## config.mk

```make
export PLATFORM = sky130hd
export DESIGN_NAME = minimal_dma_sched
export DESIGN_NICKNAME = d
export VERILOG_FILES = /design/src/rtl/minimal_dma_sched_pkg.sv /design/src/rtl/minimal_dma_sched_rr_arbiter.sv /design/src/rtl/minimal_dma_sched.sv
export SDC_FILE = /design/constraint.sdc
export NUM_CORES = 1
export LEC_CHECK = 0
export ABC_AREA = 1
export BUFFER_PORTS_ARGS = -buffer_cell sky130_fd_sc_hd__buf_2
export CAP_MARGIN = 20
export CORE_MARGIN = 8
export CORE_UTILIZATION = 50
export DETAILED_ROUTE_END_ITERATION = 16
export PLACE_DENSITY = 0.79
export SYNTH_ARGS = -nofsm -noshare
export SYNTH_HDL_FRONTEND = slang
export SYNTH_SLANG_ARGS = --single-unit
```

## constraint.sdc

```tcl
create_clock -name ACLK -period 2.2 [get_ports ACLK]
set_clock_uncertainty 0.1 [all_clocks]
set_input_delay 0.44 -clock ACLK [delete_from_list [all_inputs] [get_ports ACLK]]
set_output_delay 0.44 -clock ACLK [all_outputs]
set_load 0.02 [all_outputs]
```

## src/rtl/minimal_dma_sched_pkg.sv

```systemverilog
// -----------------------------------------------------------------------------
// minimal_dma_sched_pkg
//   Shared types and constants for the MINIMAL_DMA transaction scheduler.
//   - sched_state_e : scheduler FSM states
//   - CNT_W         : width of the statistics counters
//   - tmo_cnt_width : width of a counter that must reach TIMEOUT_CYCLES-1
// -----------------------------------------------------------------------------
package minimal_dma_sched_pkg;

    typedef enum logic [1:0] {
        IDLE     = 2'd0,
        LAUNCH   = 2'd1,
        WAIT     = 2'd2,
        COMPLETE = 2'd3
    } sched_state_e;

    localparam int CNT_W = 16;

    // The timeout counter only has to hold 0..TIMEOUT_CYCLES-1.
    function automatic int tmo_cnt_width(input int timeout_cycles);
        int w;
        w = $clog2(timeout_cycles);
        return (w < 1) ? 1 : w;
    endfunction

endpackage

```

## src/rtl/minimal_dma_sched_rr_arbiter.sv

```systemverilog
// -----------------------------------------------------------------------------
// rr_arbiter
//   Combinational round-robin pick. The search begins at start_idx and wraps
//   around; the first asserted request wins.
//   Ports:
//     req        in  NUM_REQ  request vector
//     start_idx  in  IDX_W    index where the search begins
//     gnt_valid  out 1        at least one request is asserted
//     gnt_onehot out NUM_REQ  one-hot winner (all zero when gnt_valid = 0)
//     gnt_idx    out IDX_W    binary index of the winner
// -----------------------------------------------------------------------------
module rr_arbiter #(
    parameter int NUM_REQ = 4,
    parameter int IDX_W   = (NUM_REQ > 1) ? $clog2(NUM_REQ) : 1
) (
    input  logic [NUM_REQ-1:0] req,
    input  logic [IDX_W-1:0]   start_idx,
    output logic               gnt_valid,
    output logic [NUM_REQ-1:0] gnt_onehot,
    output logic [IDX_W-1:0]   gnt_idx
);

    always_comb begin
        int               cand;
        logic [IDX_W-1:0] cand_idx;
        // NOTE: every output of a combinational block gets a default before
        // any conditional assignment; a path that leaves one unassigned
        // infers a latch.
        gnt_valid  = 1'b0;
        gnt_onehot = '0;
        gnt_idx    = '0;
        cand       = 0;
        cand_idx   = '0;
        for (int i = 0; i < NUM_REQ; i++) begin
            cand = int'(start_idx) + i;
            if (cand >= NUM_REQ) begin
                cand = cand - NUM_REQ;
            end
            cand_idx = IDX_W'(cand);
            if (!gnt_valid && req[cand_idx]) begin
                gnt_valid            = 1'b1;
                gnt_onehot[cand_idx] = 1'b1;
                gnt_idx              = cand_idx;
            end
        end
    end

endmodule

```

## src/rtl/minimal_dma_sched.sv

```systemverilog
// -----------------------------------------------------------------------------
// minimal_dma_sched
//   Shares one MINIMAL_DMA AXI master between NUM_REQ requesters. A round-robin
//   winner is granted, the DMA is started with a one-cycle init pulse, and the
//   scheduler waits for the DMA done edge (or a timeout) before returning a
//   done/error pulse to the owner.
//   Ports:
//     ACLK               in  1        clock, rising edge
//     ARESETN            in  1        asynchronous active-low reset
//     req                in  NUM_REQ  level requests, held until req_done
//     grant              out NUM_REQ  one-hot owner of the in-flight transaction
//     req_done           out NUM_REQ  one-cycle completion pulse to the owner
//     req_err            out NUM_REQ  error qualifier, valid with req_done
//     M_AXI_INIT_AXI_TXN out 1        one-cycle DMA start pulse
//     M_AXI_TXN_DONE     in  1        DMA done level (high until next start)
//     M_AXI_ERROR        in  1        DMA error level, sampled at the done edge
//     busy               out 1        scheduler not in IDLE
//     timeout_sticky     out 1        any timeout since reset
//     txn_count          out 16       completed transactions (wrapping)
//     err_count          out 16       errored transactions (saturating)
// -----------------------------------------------------------------------------
module minimal_dma_sched
    import minimal_dma_sched_pkg::*;
#(
    parameter int NUM_REQ        = 4,
    parameter int TIMEOUT_CYCLES = 4096
) (
    input  logic               ACLK,
    input  logic               ARESETN,
    input  logic [NUM_REQ-1:0] req,
    output logic [NUM_REQ-1:0] grant,
    output logic [NUM_REQ-1:0] req_done,
    output logic [NUM_REQ-1:0] req_err,
    output logic               M_AXI_INIT_AXI_TXN,
    input  logic               M_AXI_TXN_DONE,
    input  logic               M_AXI_ERROR,
    output logic               busy,
    output logic               timeout_sticky,
    output logic [CNT_W-1:0]   txn_count,
    output logic [CNT_W-1:0]   err_count
);

    localparam int IDX_W = (NUM_REQ > 1) ? $clog2(NUM_REQ) : 1;
    localparam int TMO_W = tmo_cnt_width(TIMEOUT_CYCLES);

    sched_state_e       state_q, state_d;
    logic [IDX_W-1:0]   grant_idx;
    logic [IDX_W-1:0]   rr_start;     // where the next search begins
    logic [TMO_W-1:0]   tmo_cnt;
    logic               done_q;
    logic               err_q;

    logic               arb_valid;
    logic [NUM_REQ-1:0] arb_onehot;
    logic [IDX_W-1:0]   arb_idx;

    logic               done_edge;
    logic               tmo_hit;
    logic               finish;
    logic               finish_err;

    rr_arbiter #(
        .NUM_REQ (NUM_REQ),
        .IDX_W   (IDX_W)
    ) u_arb (
        .req        (req),
        .start_idx  (rr_start),
        .gnt_valid  (arb_valid),
        .gnt_onehot (arb_onehot),
        .gnt_idx    (arb_idx)
    );

    // A done level left high by the previous transaction produces no edge,
    // so only a fresh completion is recognised.
    assign done_edge = M_AXI_TXN_DONE & ~done_q;
    assign tmo_hit   = (tmo_cnt == TMO_W'(TIMEOUT_CYCLES - 1));

    // Done edge has priority over the timeout terminal count.
    assign finish     = (state_q == WAIT) && (done_edge || tmo_hit);
    assign finish_err = done_edge ? M_AXI_ERROR : 1'b1;

    // Decoded from the state register so reset removes them immediately.
    assign M_AXI_INIT_AXI_TXN = (state_q == LAUNCH);
    assign busy               = (state_q != IDLE);
    assign req_done           = (state_q == COMPLETE) ? grant : '0;
    assign req_err            = (state_q == COMPLETE && err_q) ? grant : '0;

    always_comb begin
        state_d = state_q;
        unique case (state_q)
            IDLE:     if (arb_valid) state_d = LAUNCH;
            LAUNCH:   state_d = WAIT;
            WAIT:     if (done_edge || tmo_hit) state_d = COMPLETE;
            COMPLETE: state_d = IDLE;
            default:  state_d = IDLE;
        endcase
    end

    always_ff @(posedge ACLK or negedge ARESETN) begin
        if (!ARESETN) begin
            state_q <= IDLE;
        end else begin
            // NOTE: clocked state uses non-blocking assignments so every flop
            // samples pre-edge values regardless of process ordering.
            state_q <= state_d;
        end
    end

    always_ff @(posedge ACLK or negedge ARESETN) begin
        if (!ARESETN) begin
            grant          <= '0;
            grant_idx      <= '0;
            rr_start       <= '0;
            tmo_cnt        <= '0;
            done_q         <= 1'b0;
            err_q          <= 1'b0;
            timeout_sticky <= 1'b0;
            txn_count      <= '0;
            err_count      <= '0;
        end else begin
            done_q <= M_AXI_TXN_DONE;

            unique case (state_q)
                IDLE: begin
                    if (arb_valid) begin
                        grant     <= arb_onehot;
                        grant_idx <= arb_idx;
                    end
                end
                LAUNCH: begin
                    tmo_cnt <= '0;
                end
                WAIT: begin
                    if (done_edge) begin
                        err_q <= M_AXI_ERROR;
                    end else if (tmo_hit) begin
                        err_q          <= 1'b1;
                        timeout_sticky <= 1'b1;
                    end else begin
                        tmo_cnt <= tmo_cnt + TMO_W'(1);
                    end
                end
                COMPLETE: begin
                    grant    <= '0;
                    rr_start <= (grant_idx == IDX_W'(NUM_REQ - 1)) ?
                                '0 : grant_idx + IDX_W'(1);
                end
                default: ;
            endcase

            // Statistics change on entry to COMPLETE so they are visible in
            // the same cycle as the req_done pulse.
            if (finish) begin
                txn_count <= txn_count + CNT_W'(1);
                if (finish_err && (err_count != {CNT_W{1'b1}})) begin
                    err_count <= err_count + CNT_W'(1);
                end
            end
        end
    end

endmodule

```

==> flow_results.org, run 1 <==
** Logic synthesis
- Average cell area after synthesis :: 7.46 µm²
- Of the post-synthesis cell area, the part taken by muxes is 0%.
- The number of different library cells used by synthesis comes to 33.
- Share of the synthesized netlist area taken by xor and xnor gates :: 8.35%
- After Yosys synthesis, and, or, nand and nor cells account for 34.7% of the synthesized area.
- Yosys Warn Count :: 0
- Counting every net in the synthesized netlist gives 516.
- The share of the Yosys chip area taken by registers is 38.9%.
- Synthesis inferred 57 register bits.
- Synthesis produced a netlist whose cell count is 492.
- The cell area that synthesis handed to floorplanning was 3670 µm².
- Complex-gate fraction of the synthesized area :: 5.97%
- Adder-cell share of the synthesized area :: 5.46%
- By area, the combinational part of the netlist is dominated by simple AND/OR/NAND/NOR gates.

** CTS
- TritonCTS built the clock tree.
- In this run the clock root is driven by a sky130_fd_sc_hd__clkbuf_8.
- The H-tree was split into 3 levels.
- Counting every sink on the clock net gives 57.
- In this run, CTS created clock tree buffers numbering 9.
- The clock passes through at most 2 buffers.
- After clock tree synthesis, the clock-pin slew on the worst setup and hold paths is 60 ps.
- The clock reaches the later pin of the worst-skew pair after 340 ps.
- Post-CTS repair timing setup buffer count :: 0

** Flow run
- Maximum capacitance violations :: 0

** Place
- IO buf count :: 54
- Summed over all nets, the half-perimeter wirelength after detailed placement is 6.27 mm.
- After detailed placement, the design holds a cell count of 645.
- Final RePlAce weighted congestion :: 0.930

** Drt
- Number of vias per cell after detailed routing :: 5.09
- Average detailed-routed wire length per instance :: 12.7 µm
- Final antenna-violating net count :: 0
- The detailed router finished its first iteration with 115 violations.
- First-pass DRT Iterations :: 5
- The routed design has 8.43 mm of wire.
- Routed via count :: 3371
- In the routed design, unresolved DRC markers number 0.

** Floorplan
- During I/O placement, the number of pins put on the boundary was 55.
- Die span in x :: 102 µm
- Core Box Area :: 7180 µm²
- Vertical die dimension :: 102 µm
- Row generation in the floorplan step produced 31 rows.
- Full die area :: 10300 µm²
- Once the floorplan was initialized, standard cells occupied 51.1% of the core.

** Power and ir drop
- Registers are responsible for 30.9% of the overall power.
- Worst VDD drop :: 0.605 mV
- Static leakage :: 2.19 nW
- In this run the power spent charging and discharging nets is 2.35 mW.
- Logic pwr share :: 49.6%
- Share of total power in the clock network :: 19.5%
- Cell internal power was estimated by the tool at 2.69 mW.
- Summing internal, switching and leakage power gives 5.04 mW.
- Share of total power consumed by net switching :: 46.7%
- Power spread over the standard cell area amounts to 1170 nW/µm².

** Layout
- Summing all multi-input logic gate instances after layout gives 2010 µm².
- Final nets :: 583
- From synthesis to final layout, the design area changed by 16.9%.
- Post-layout instance count excluding filler cells :: 662
- Commonest cells after routing, fill and taps aside :: sky130_fd_sc_hd__nand2_1, sky130_fd_sc_hd__dfrtp_1, sky130_fd_sc_hd__buf_2
- Fraction of final layout cells with drive strength greater than 1 :: 17.8%
- The layout has 645 filler cells.
- The sequential cells in the finished layout cover a total of 1430 µm².
- Number of diodes added for antenna fixing :: 0
- The library cell used most frequently in the layout, excluding fill and tap cells, is sky130_fd_sc_hd__nand2_1.

** Setup path
- Critical Path Max Stage Delay :: 400 ps
- Critical-path maximum fanout :: 10
- For this design, the slowest cell found on the critical path is sky130_fd_sc_hd__dfrtp_1.
- The worst setup path is captured at a primary output.
- Data arrival time of the critical path :: 1530 ps
- STA classifies the critical path startpoint as a flip-flop.
- The critical path is of the flip-flop to primary output type.
- Critical Path, Cell by Cell :: ha_1, nand2_1, nor2_1, buf_2
- Data required time of the critical path :: 1660 ps

** STA
- For the pin with the worst max-slew slack, the measured transition is 603 ps.
- Post-route fraction of the period consumed by the critical path :: 93.9%
- Setup repair after global routing left no endpoint under its margin.
- Measured against its own limit, the worst slew margin works out to 59.4%.
- Pins over their slew limit :: 0
- Hold violation total from the final report :: 0
- Final sum of negative setup slack :: 0 ps
- Peak clock frequency supported by timing :: 484 MHz
- Setup violations remaining at the end of the flow were counted as 0.
- Minimum period implied by the final worst setup slack :: 2070 ps

** GRT
- The number of antenna violations at the first check in global routing is 0.
- Maximum number of pins on one net before global-route repair :: 34
- Global-route wire length before repair :: 14.1 mm
- Aggregate global-route resource usage :: 17.0%
- The number of global-route vias before repair came to 3239.
- Global routing finished with a remaining overflow of 0.

** Run status
- Outcome :: complete, no violations

** Hold path
- Worst min-delay path category :: input port to flip-flop
cell usage after synthesis:
cell type / number / area [µm²]
sky130_fd_sc_hd__nand2_1: 162 / 608
sky130_fd_sc_hd__dfrtp_1: 57 / 1430
sky130_fd_sc_hd__nor2_1: 47 / 176
sky130_fd_sc_hd__nand3_1: 42 / 210
sky130_fd_sc_hd__inv_1: 41 / 154
sky130_fd_sc_hd__xor2_1: 24 / 210
sky130_fd_sc_hd__ha_1: 16 / 200
sky130_fd_sc_hd__nor3_1: 15 / 75.1
sky130_fd_sc_hd__o21ai_0: 14 / 70.1
sky130_fd_sc_hd__xnor2_1: 11 / 96.3
sky130_fd_sc_hd__o21ai_1: 10 / 50.1
sky130_fd_sc_hd__nand2_2: 9 / 56.3
sky130_fd_sc_hd__nand4_1: 8 / 50.1
sky130_fd_sc_hd__a21oi_1: 5 / 25.0
sky130_fd_sc_hd__a21boi_0: 4 / 30.0
sky130_fd_sc_hd__buf_2: 3 / 15.0
sky130_fd_sc_hd__buf_6: 3 / 33.8
sky130_fd_sc_hd__inv_2: 3 / 11.3
sky130_fd_sc_hd__buf_4: 2 / 15.0
sky130_fd_sc_hd__clkinv_1: 2 / 7.51
sky130_fd_sc_hd__nand3_2: 2 / 20.0
sky130_fd_sc_hd__inv_4: 1 / 6.26
sky130_fd_sc_hd__nand2_4: 1 / 11.3
sky130_fd_sc_hd__nand3b_1: 1 / 7.51
sky130_fd_sc_hd__nor2_2: 1 / 6.26
sky130_fd_sc_hd__nor2_4: 1 / 11.3
sky130_fd_sc_hd__nor2_8: 1 / 20.0
sky130_fd_sc_hd__nor3_4: 1 / 16.3
sky130_fd_sc_hd__nor4_1: 1 / 6.26
sky130_fd_sc_hd__o211ai_1: 1 / 7.51
sky130_fd_sc_hd__o21ai_4: 1 / 16.3
sky130_fd_sc_hd__o21bai_1: 1 / 7.51
sky130_fd_sc_hd__o22ai_2: 1 / 12.5
layout make-up:
| type | count | share of cell area [%] |
|---|---|---|
| multi-input combinational | 381 | 46.9 |
| sequential | 57 | 33.2 |
| timing repair buffer | 63 | 8.22 |
| inverter | 47 | 4.17 |
| clock buffer | 12 | 3.62 |
| tap | 99 | 2.89 |
| clock inverter | 3 | 0.933 |
logic make-up after synthesis:
group	count (synthesis)
flops	57
fa+ha+maj	16
compound gates	37
buf+inv	55
simple gates	292
xor+xnor	35
stage by stage:
| step | instance area, µm² | worst slack, ps | utilization (%) | hold WS [ps] |
|---|---|---|---|---|
| after CTS | 4280 | 112 | 59.6 | 106 |
| after detailed placement | 4070 | 156 | 56.8 | 373 |
| after floorplan | 3670 | 248 | - | 44.4 |
| after global routing | 4290 | 10.1 | 59.8 | 109 |
| after global placement | 4070 | 233 | 56.8 | 368 |
| final | 4290 | 134 | 59.8 | 122 |
path summary, 6_finish.rpt:
| path | start | cells after the start | to | slack, ps |
|---|---|---|---|---|
| min reg2reg | grant_idx[1]$_DFFE_PN0P_ | 2 | grant_idx[1]$_DFFE_PN0P_ | 380 |
| max in group asynchronous | ARESETN | 3 | tmo_cnt[10]$_DFFE_PN0P_ | 900 |
| max reg2reg | tmo_cnt[0]$_DFFE_PN0P_ | 10 | txn_count[5]$_DFFE_PN0P_ | 190 |
| max | state_q[0]$_DFFE_PN0P_ | 4 | req_err[0] | 130 |
| min | M_AXI_TXN_DONE | 1 | done_q$_DFF_PN0_ | 120 |
| min in group asynchronous | ARESETN | 2 | txn_count[10]$_DFFE_PN0P_ | 520 |
metal layers:
metal / wire, µm / GRT usage [%]
met5: 0 / 0
met4: 109 / 6.53
met3: 517 / 5.36
met2: 3980 / 27.9
met1: 3820 / 20.2
sequential cells by signal, summed over array words and instances (netlist names):
signal,cells
err_count,16
state_q,2
timeout_sticky,1
txn_count,16
grant_idx,2
err_q,1
rr_start,2
grant,4
tmo_cnt,12
done_q,1
worst max-delay path, delay by kind of cell, from the launching register on:
kind / cells / cell delay (ps)
buf+inv: 1 / 180
flops: 1 / 400
simple gates: 2 / 240
fa+ha+maj: 1 / 370
power groups by stage:
stage | clock network, mW | logic [mW] | registers [mW]
after floorplan | 0 | 1.58 | 1.75
after global placement | 0 | 2.40 | 1.56
after detailed placement | 0 | 2.47 | 1.57
after CTS | 1.01 | 2.49 | 1.56
after global routing | 1.06 | 2.78 | 1.59
final | 0.982 | 2.50 | 1.56
what timing repair did:
action / 4_1_cts / 5_1_grt
hold buffers: 1 / 0
setup endpoints to repair: 0 / 9
endpoints found under the hold margin: 3 / 0
gates resized for setup: 0 / 1
(Power assumes the default switching activity.)
==> inputs of run 2 (changes only) <==
--- a/config.mk
+++ b/config.mk
@@ -11,7 +11,7 @@
 export CORE_MARGIN = 8
 export CORE_UTILIZATION = 50
 export DETAILED_ROUTE_END_ITERATION = 16
-export PLACE_DENSITY = 0.79
+export PLACE_DENSITY = 0.82
 export SYNTH_ARGS = -nofsm -noshare
 export SYNTH_HDL_FRONTEND = slang
 export SYNTH_SLANG_ARGS = --single-unit
==> constraint.sdc (replaced) <==
create_clock -name ACLK -period 1.9 [get_ports ACLK]
set_clock_uncertainty 0.1 [all_clocks]
set_input_delay 0.38 -clock ACLK [delete_from_list [all_inputs] [get_ports ACLK]]
set_output_delay 0.38 -clock ACLK [all_outputs]
set_load 0.02 [all_outputs]
==> run 2 against run 1 <==
  * Final cell count up 3.0%
  * Critical path type is now flip-flop to flip-flop
  * Clock power is 32% higher
  * Count of clock-buffer cells in the layout increased by 1
  * Flip-flop and latch count did not move
  * Critical path depth rose by 7
  * Power up 26%
==> flow_results.org, run 2 (synthesis gave the netlist of run 1 again) <==
** Setup path
- The highest cell delay on the worst timing path is 400 ps (about the same).
- Critical Path, Cell by Cell :: ha_4, nand3_4, nor3_4, nand2_2, nand2_4, nand2_4, nor2_8, buf_6, nand2_2, nand2_1, nand2_1
- Cell family with most CP delay :: simple AND/OR/NAND/NOR gates
- The critical-path maximum fanout came to 8 (-2).
- The critical path starts at tmo_cnt[1]$_DFFE_PN0P_.
- The worst-case reg-to-reg path depth is 11 (+1).
- The register-to-register setup slack is 40 ps (-150 ps).
- The required time of the critical path is 2020 ps (+360 ps).
- The worst register-to-register path begins at tmo_cnt[1]$_DFFE_PN0P_.
- Data arrival time of the critical path :: 1980 ps (+450 ps)
- Critical Path Slowest Stage Cell :: sky130_fd_sc_hd__dfrtp_1
- The setup path with the least slack is of type flip-flop to flip-flop.
- STA classifies the critical path startpoint as a flip-flop.
- The endpoint identified for the worst register-to-register timing path is err_count[2]$_DFFE_PN0P_.
- Kind of capture point of the worst setup path :: flip-flop
- Worst path bufs/invs :: 1 (unchanged)

** GRT
- Maximum number of pins on one net before global-route repair :: 58 (+71%)
- Grt ovf :: 0 (unchanged)
- Via count of the first global-routing pass :: 3439 (+6.2%)
- The number of antenna violations at the first check in global routing came to 0 (unchanged).
- The global-route total usage across every layer is 18.1% (+1.1 points).
- The wire length of the first global-routing pass is 15.2 mm (+7.9%).

** Hold path
- In this run the most critical hold path is launched from M_AXI_TXN_DONE.
- Worst min-delay path category :: input port to flip-flop
- Instance count along the most critical hold path :: 1 (unchanged)
- For hold timing, the worst endpoint is done_q$_DFF_PN0_.

** Run status
- Outcome :: complete, no violations

** Floorplan
- The full die area was 10300 µm² (unchanged).
- The top-level I/O count was 55 (unchanged).
- Initial Utilization :: 51.1% (unchanged)
- Core Box Area :: 7180 µm² (unchanged)
- The floorplan die height came to 102 µm (unchanged).
- Die span in x :: 102 µm (unchanged)
- The number of rows in the core area is 31 (unchanged).

** STA
- Slack of the critical path :: 42.8 ps (-90.8 ps)
- The final-report max-slew violation count was 0 (unchanged).
- WHS :: 66.6 ps (-55.7 ps)
- Actual slew at the worst max-slew pin :: 421 ps (-182 ps)
- The number of setup violations in the final report was 0 (unchanged).
- Final sum of negative setup slack :: 0 ps (unchanged)
- The final number of hold-violating endpoints was 0 (unchanged).
- Relative slew slack :: 71.9% (+13 points)
- Minimum period implied by the final worst setup slack :: 1860 ps
- Post-route fraction of the period consumed by the critical path :: 97.7%
- RSZ-0062 raised after global routing :: yes
- Derived from the worst setup path, the maximum achievable clock frequency is 538 MHz.

** Power and ir drop
- Share of total power in the clock network :: 20.5% (+1.0 points)
- The switching power came to 2.89 mW (+23%).
- The total chip power is 6.37 mW (+26%).
- Cell area power density :: 1380 nW/µm² (+18%)
- Internal power :: 3.49 mW (+30%)
- The power share of the sequential group came to 28.6% (-2.3 points).
- The worst voltage drop across the vdd grid is 0.579 mV (-4.2%).
- The fraction of power consumed by combinational cells was 51.0% (+1.4 points).
- Share of total power consumed by net switching :: 45.3% (-1.4 points)
- Static leakage :: 2.32 nW (+5.9%)

** Drt
- The detailed-route DRC error count came to 0 (unchanged).
- The residual antenna-violating net count after detailed routing is 0 (unchanged).
- The wire length per cell after detailed routing is 13.7 µm (+7.3%).
- Number of vias per cell after detailed routing :: 5.17 (+1.5%)
- Initial DRC Count :: 235 (+100%)
- Routed via count :: 3524 (+4.5%)
- Total length of routed wires :: 9.32 mm (+11%)
- First-pass DRT Iterations :: 4 (-1)

** CTS
- The number of H-tree branching levels was 3 (unchanged).
- TritonCTS built the clock tree.
- Maximum buffer depth of the clock tree :: 2 (unchanged)
- Clock insertion delay at the later pin of the skew report :: 330 ps (about the same)
- Clk sink count :: 57 (unchanged)
- Clock-pin slew on the worst setup and hold paths :: 60 ps (about the same)
- The tree is rooted in a sky130_fd_sc_hd__clkbuf_8.
- Clock buffers created by TritonCTS :: 9 (unchanged)

** Layout
- Most common cell after layout, fill and taps aside :: sky130_fd_sc_hd__nand2_1
- Layout-stage area growth over the synthesis result :: 25.4%
- The share of cells above drive strength 1 came to 23.5% (+5.7 points).
- Finished Core Util :: 64.1% (+4.3 points)
- The area of all placed cells without fillers was 4600 µm² (+7.3%).
- The antenna cell count came to 0 (unchanged).
- Final nets :: 603 (+3.4%)
- In the layout the commonest cells are sky130_fd_sc_hd__nand2_1, sky130_fd_sc_hd__dfrtp_1, sky130_fd_sc_hd__buf_2.
- Top flop regs :: err_count: 16 flops, txn_count: 16 flops, tmo_cnt: 12 flops
- Post-layout instance count excluding filler cells :: 682 (+3.0%)

** Place
- Pre-CTS WS :: -43.4 ps (-200 ps)
- Cell Count Post-Placement :: 655 (+1.6%)
- Hpwl dp :: 6.57 mm (+4.7%)
- The cell area after placement is 4160 µm² (+2.2%).
- The number of buffers added on ports is 54 (unchanged).
- Final RePlAce weighted congestion :: 0.885 (-4.8%)

** Flow run
- Maximum capacitance violations :: 0 (unchanged)
## run 2: cell count changes in the layout (fill, tap and decap cells not counted), moves of 3 or more
cell / previous run / this run
sky130_fd_sc_hd__buf_4: 7 / 23
sky130_fd_sc_hd__buf_6: 0 / 4
sky130_fd_sc_hd__ha_1: 16 / 12
sky130_fd_sc_hd__ha_4: 0 / 3
sky130_fd_sc_hd__nand2_1: 162 / 158
sky130_fd_sc_hd__nor2_1: 46 / 43
sky130_fd_sc_hd__nor2_2: 2 / 5
## run 2: final cells by class
| cell class | count | area, µm² |
|---|---|---|
| clock buffer | 13 | 169 |
| tap | 99 | 124 |
| fill | 560 | 2570 |
| inverter | 47 | 183 |
| clock inverter | 2 | 60.1 |
| multi-input combinational | 380 | 2090 |
| sequential | 57 | 1430 |
| timing repair buffer | 84 | 548 |
## run 2: power groups by stage
stage	sequential [mW]	clock (mW)	combinational (mW)
2_1_floorplan	2.03	0	1.87
3_3_place_gp	1.79	0	2.89
3_5_place_dp	1.81	0	3.02
4_1_cts	1.80	1.33	3.06
5_1_grt	1.86	1.39	3.62
6_report	1.82	1.30	3.25
## run 2: worst max path at each step
stage	end	cells past startpoint
final	err_count[2]$_DFFE_PN0P_	11
after global routing	err_count[2]$_DFFE_PN0P_	11
after CTS	busy	4
after detailed placement	err_count[11]$_DFFE_PN0P_	10
after global placement	err_count[11]$_DFFE_PN0P_	10
after floorplan	err_count[4]$_DFFE_PN0P_	9
## run 2: layer usage
layer / track usage [%] / part of all wire (%) / vias up
met3: 5.22 / 5.1 / 20
met5: 0 / 0 / -
li1: - / - / 1737
met1: 21.4 / 42 / 1675
met2: 30.6 / 51 / 92
met4: 6.41 / 1.8 / 0
## run 2: timing repair
action                     4_1_cts  5_1_grt
gates resized for setup          3       26
hold buffers                     1        0
hold endpoints to repair        57        0
buffers inserted                 3        8
setup endpoints to repair       14       40
pin swaps                        1        3
==> inputs of run 3 (changes only) <==
--- a/config.mk
+++ b/config.mk
@@ -10,6 +10,7 @@
 export CAP_MARGIN = 20
 export CORE_MARGIN = 8
 export CORE_UTILIZATION = 50
+export CTS_BUF_LIST = sky130_fd_sc_hd__clkbuf_16
 export DETAILED_ROUTE_END_ITERATION = 16
 export PLACE_DENSITY = 0.82
 export SYNTH_ARGS = -nofsm -noshare
==> run 3 against run 2 <==
  * Flip-flop and latch count stayed put
  * Maximum frequency shrank 0.40%
  * Final area up 1.1%
  * Setup slack worse by 7.4 ps
  * Critical endpoint is now txn_count[10]$_DFFE_PN0P_
  * Highest routed layer unchanged
==> flow_results.org, run 3 (synthesis gave the netlist of run 1 again) <==
** Power and ir drop
- The worst voltage drop across the vdd grid is 0.689 mV (+19%).
- Switching component of the power :: 2.93 mW (+1.6%)
- The fraction of power consumed by combinational cells was 48.3% (-2.7 points).
- Static leakage :: 2.35 nW (+1.3%)
- The power per standard cell area is 1440 nW/µm² (+4.0%).
- The switching part of the total was 43.8% (-1.5 points).
- The power share of the sequential group came to 27.3% (-1.3 points).
- Share of total power in the clock network :: 24.4% (+3.9 points)
- The total chip power is 6.70 mW (+5.2%).
- The internal power of the cells is 3.77 mW (+8.1%).

** Setup path
- Kind of capture point of the worst setup path :: flip-flop
- Critical path start-end classification :: flip-flop to flip-flop
- The required time of the critical path is 1990 ps (-30 ps).
- Type of origin of the critical path :: flip-flop
- Data arrival time of the critical path :: 1960 ps (-20 ps)
- Critical-path maximum fanout :: 12 (+4)

** Drt
- Total DRC errors in the routed layout :: 0 (unchanged)
- The detailed router's first-iteration violation count came to 132 (-44%).
- Average detailed-routed wire length per instance :: 14.2 µm (+3.6%)
- The number of iterations in the first detailed-routing pass was 4 (unchanged).
- Routed via count :: 3556 (+0.91%)
- Number of vias per cell after detailed routing :: 5.21 (+0.91%)
- The post-detailed-routing wire length is 9.65 mm (+3.6%).
- Final antenna-violating net count :: 0 (unchanged)

** STA
- The headroom to the max-slew limit was 72.2% (+0.29 points).
- The upper clock frequency limit is 536 MHz (-0.40%).
- The final number of hold-violating endpoints was 0 (unchanged).
- The post-layout worst setup margin came to 35.4 ps (-7.42 ps).
- Actual slew at the worst max-slew pin :: 417 ps (-4.40 ps)
- The shortest clock period the worst path allows after layout was 1860 ps (+7.42 ps).
- The final-report max-slew violation count is 0 (unchanged).
- The period utilization was 98.1% (+0.39 points).
- Setup repair after global routing could not meet its margin everywhere.
- The number of setup violations in the final report is 0 (unchanged).

** GRT
- Aggregate global-route resource usage :: 18.8% (+0.67 points)
- The global route total overflow came to 0 (unchanged).
- Via count of the first global-routing pass :: 3471 (+0.93%)
- The wire length of the first global-routing pass is 15.7 mm (+3.5%).
- The number of antenna violations at the first check in global routing was 0 (unchanged).
- Maximum number of pins on one net before global-route repair :: 58 (unchanged)

** Flow run
- Maximum capacitance violations :: 0 (unchanged)

** Layout
- Final nets :: 603 (unchanged)
- Most common cell after layout, fill and taps aside :: sky130_fd_sc_hd__nand2_1
- The area of all placed cells without fillers came to 4650 µm² (+1.1%).
- The antenna cell count was 0 (unchanged).
- Compared with the post-synthesis result, the final layout area differs by 26.8%.
- Top flop regs :: err_count: 16 flops, txn_count: 16 flops, tmo_cnt: 12 flops
- The final core utilization is 64.9% (+0.71 points).
- The library cells used most frequently in the layout, excluding fill and tap cells, are sky130_fd_sc_hd__nand2_1, sky130_fd_sc_hd__dfrtp_1, sky130_fd_sc_hd__buf_2.
- Fraction of final layout cells with drive strength greater than 1 :: 22.3% (-1.2 points)

** Place
- Final RePlAce weighted congestion :: 0.885 (unchanged)
- Pre-CTS WS :: -43.4 ps (unchanged)
- The number of buffers added on ports was 54 (unchanged).
- Cell Area, Placed :: 4160 µm² (unchanged)
- Hpwl dp :: 6.57 mm (unchanged)

** Hold path
- In this run the worst hold path is classified as input port to flip-flop.

** Floorplan
- The core area came to 7180 µm² (unchanged).
- The floorplan die height came to 102 µm (unchanged).
- Count of boundary I/O pins :: 55 (unchanged)
- The die outline width is 102 µm (unchanged).
- The full die area came to 10300 µm² (unchanged).
- The number of rows in the core area came to 31 (unchanged).
- Initial Utilization :: 51.1% (unchanged)

** CTS
- The number of H-tree branching levels was 3 (unchanged).
- CTS placed an instance of sky130_fd_sc_hd__clkbuf_16 at the clock tree root.
- The clock latency on the worst-skew pair came to 320 ps (about the same).
- CTS tree :: yes
- The clock input transition at the sequential cells of the worst setup and hold paths was 50 ps (about the same).
- Clk sink count :: 57 (unchanged)
- Maximum buffer depth of the clock tree :: 2 (unchanged)
- Clock buffers created by TritonCTS :: 9 (unchanged)

** Run status
- Outcome :: complete, no violations
==> run 3: cell count changes in the layout (fill, tap and decap cells not counted), moves of 3 or more <==
cell,previous run,this run
sky130_fd_sc_hd__clkbuf_16,0,9
sky130_fd_sc_hd__nand2_1,158,161
sky130_fd_sc_hd__buf_6,4,0
sky130_fd_sc_hd__clkbuf_8,12,0
sky130_fd_sc_hd__buf_4,23,26
sky130_fd_sc_hd__nand2_2,11,8
sky130_fd_sc_hd__clkinv_1,1,4
==> run 3: power by group through the flow <==
stage / clock network [mW] / registers, mW / logic (mW)
after CTS: 1.65 / 1.81 / 3.08
after global placement: 0 / 1.79 / 2.89
final: 1.64 / 1.83 / 3.24
after floorplan: 0 / 2.03 / 1.87
after global routing: 1.72 / 1.86 / 3.62
after detailed placement: 0 / 1.81 / 3.02
==> run 3: final cells by class <==
cell class | instances | area (µm²)
clock buffers | 9 | 225
clock inverters | 6 | 75.1
fillers | 546 | 2520
inverters | 47 | 183
multi-input cells | 380 | 2070
flip-flops and latches | 57 | 1430
well taps | 99 | 124
repair buffers | 84 | 546
==> run 3: final timing paths <==
check	startpoint	endpoint	slack (ps)	depth (start not counted)
max	tmo_cnt[0]$_DFFE_PN0P_	txn_count[10]$_DFFE_PN0P_	40	10
min	M_AXI_TXN_DONE	done_q$_DFF_PN0_	80	1
max reg2reg	tmo_cnt[0]$_DFFE_PN0P_	txn_count[10]$_DFFE_PN0P_	40	10
min reg2reg	grant_idx[1]$_DFFE_PN0P_	grant_idx[1]$_DFFE_PN0P_	400	2
max in group asynchronous	ARESETN	state_q[0]$_DFFE_PN0P_	920	3
min in group asynchronous	ARESETN	txn_count[12]$_DFFE_PN0P_	520	3
==> run 3: worst max-delay path, stage by stage, from the launching register on <==
cell and delay, ps:
sky130_fd_sc_hd__dfrtp_1 390, sky130_fd_sc_hd__ha_4 180, sky130_fd_sc_hd__nand3_4 100, sky130_fd_sc_hd__nor3_4 240
sky130_fd_sc_hd__nand2_2 110, sky130_fd_sc_hd__nand2_4 80, sky130_fd_sc_hd__nand2_4 80, sky130_fd_sc_hd__clkinv_1 100
sky130_fd_sc_hd__buf_8 140, sky130_fd_sc_hd__buf_4 120, sky130_fd_sc_hd__o21ai_0 80
==> run 3: per-layer routing <==
layer	wire (µm)	track usage (%)	part of all wire [%]
met5	0	0	0
met1	3960	22.4	41
met3	577	4.74	6.0
met2	4930	32.2	51
met4	189	6.07	2.0
==> run 3: repair_timing <==
action	4_1_cts	5_1_grt
gates resized for setup	2	18
hold buffers	1	0
buffers inserted	3	8
pin swaps	1	2
setup endpoints to repair	14	53
hold endpoints to repair	57	0
==> run 3: per-stage QoR <==
stage | TNS, ps | hold WS [ps] | instances
after global placement | 0 | 300 | 655
after global routing | -1830 | 78.0 | 682
after floorplan | 0 | -15.6 | 492
final | 0 | 80.9 | 682
after detailed placement | -96.7 | 303 | 655
after CTS | -1.51 | 77.6 | 674
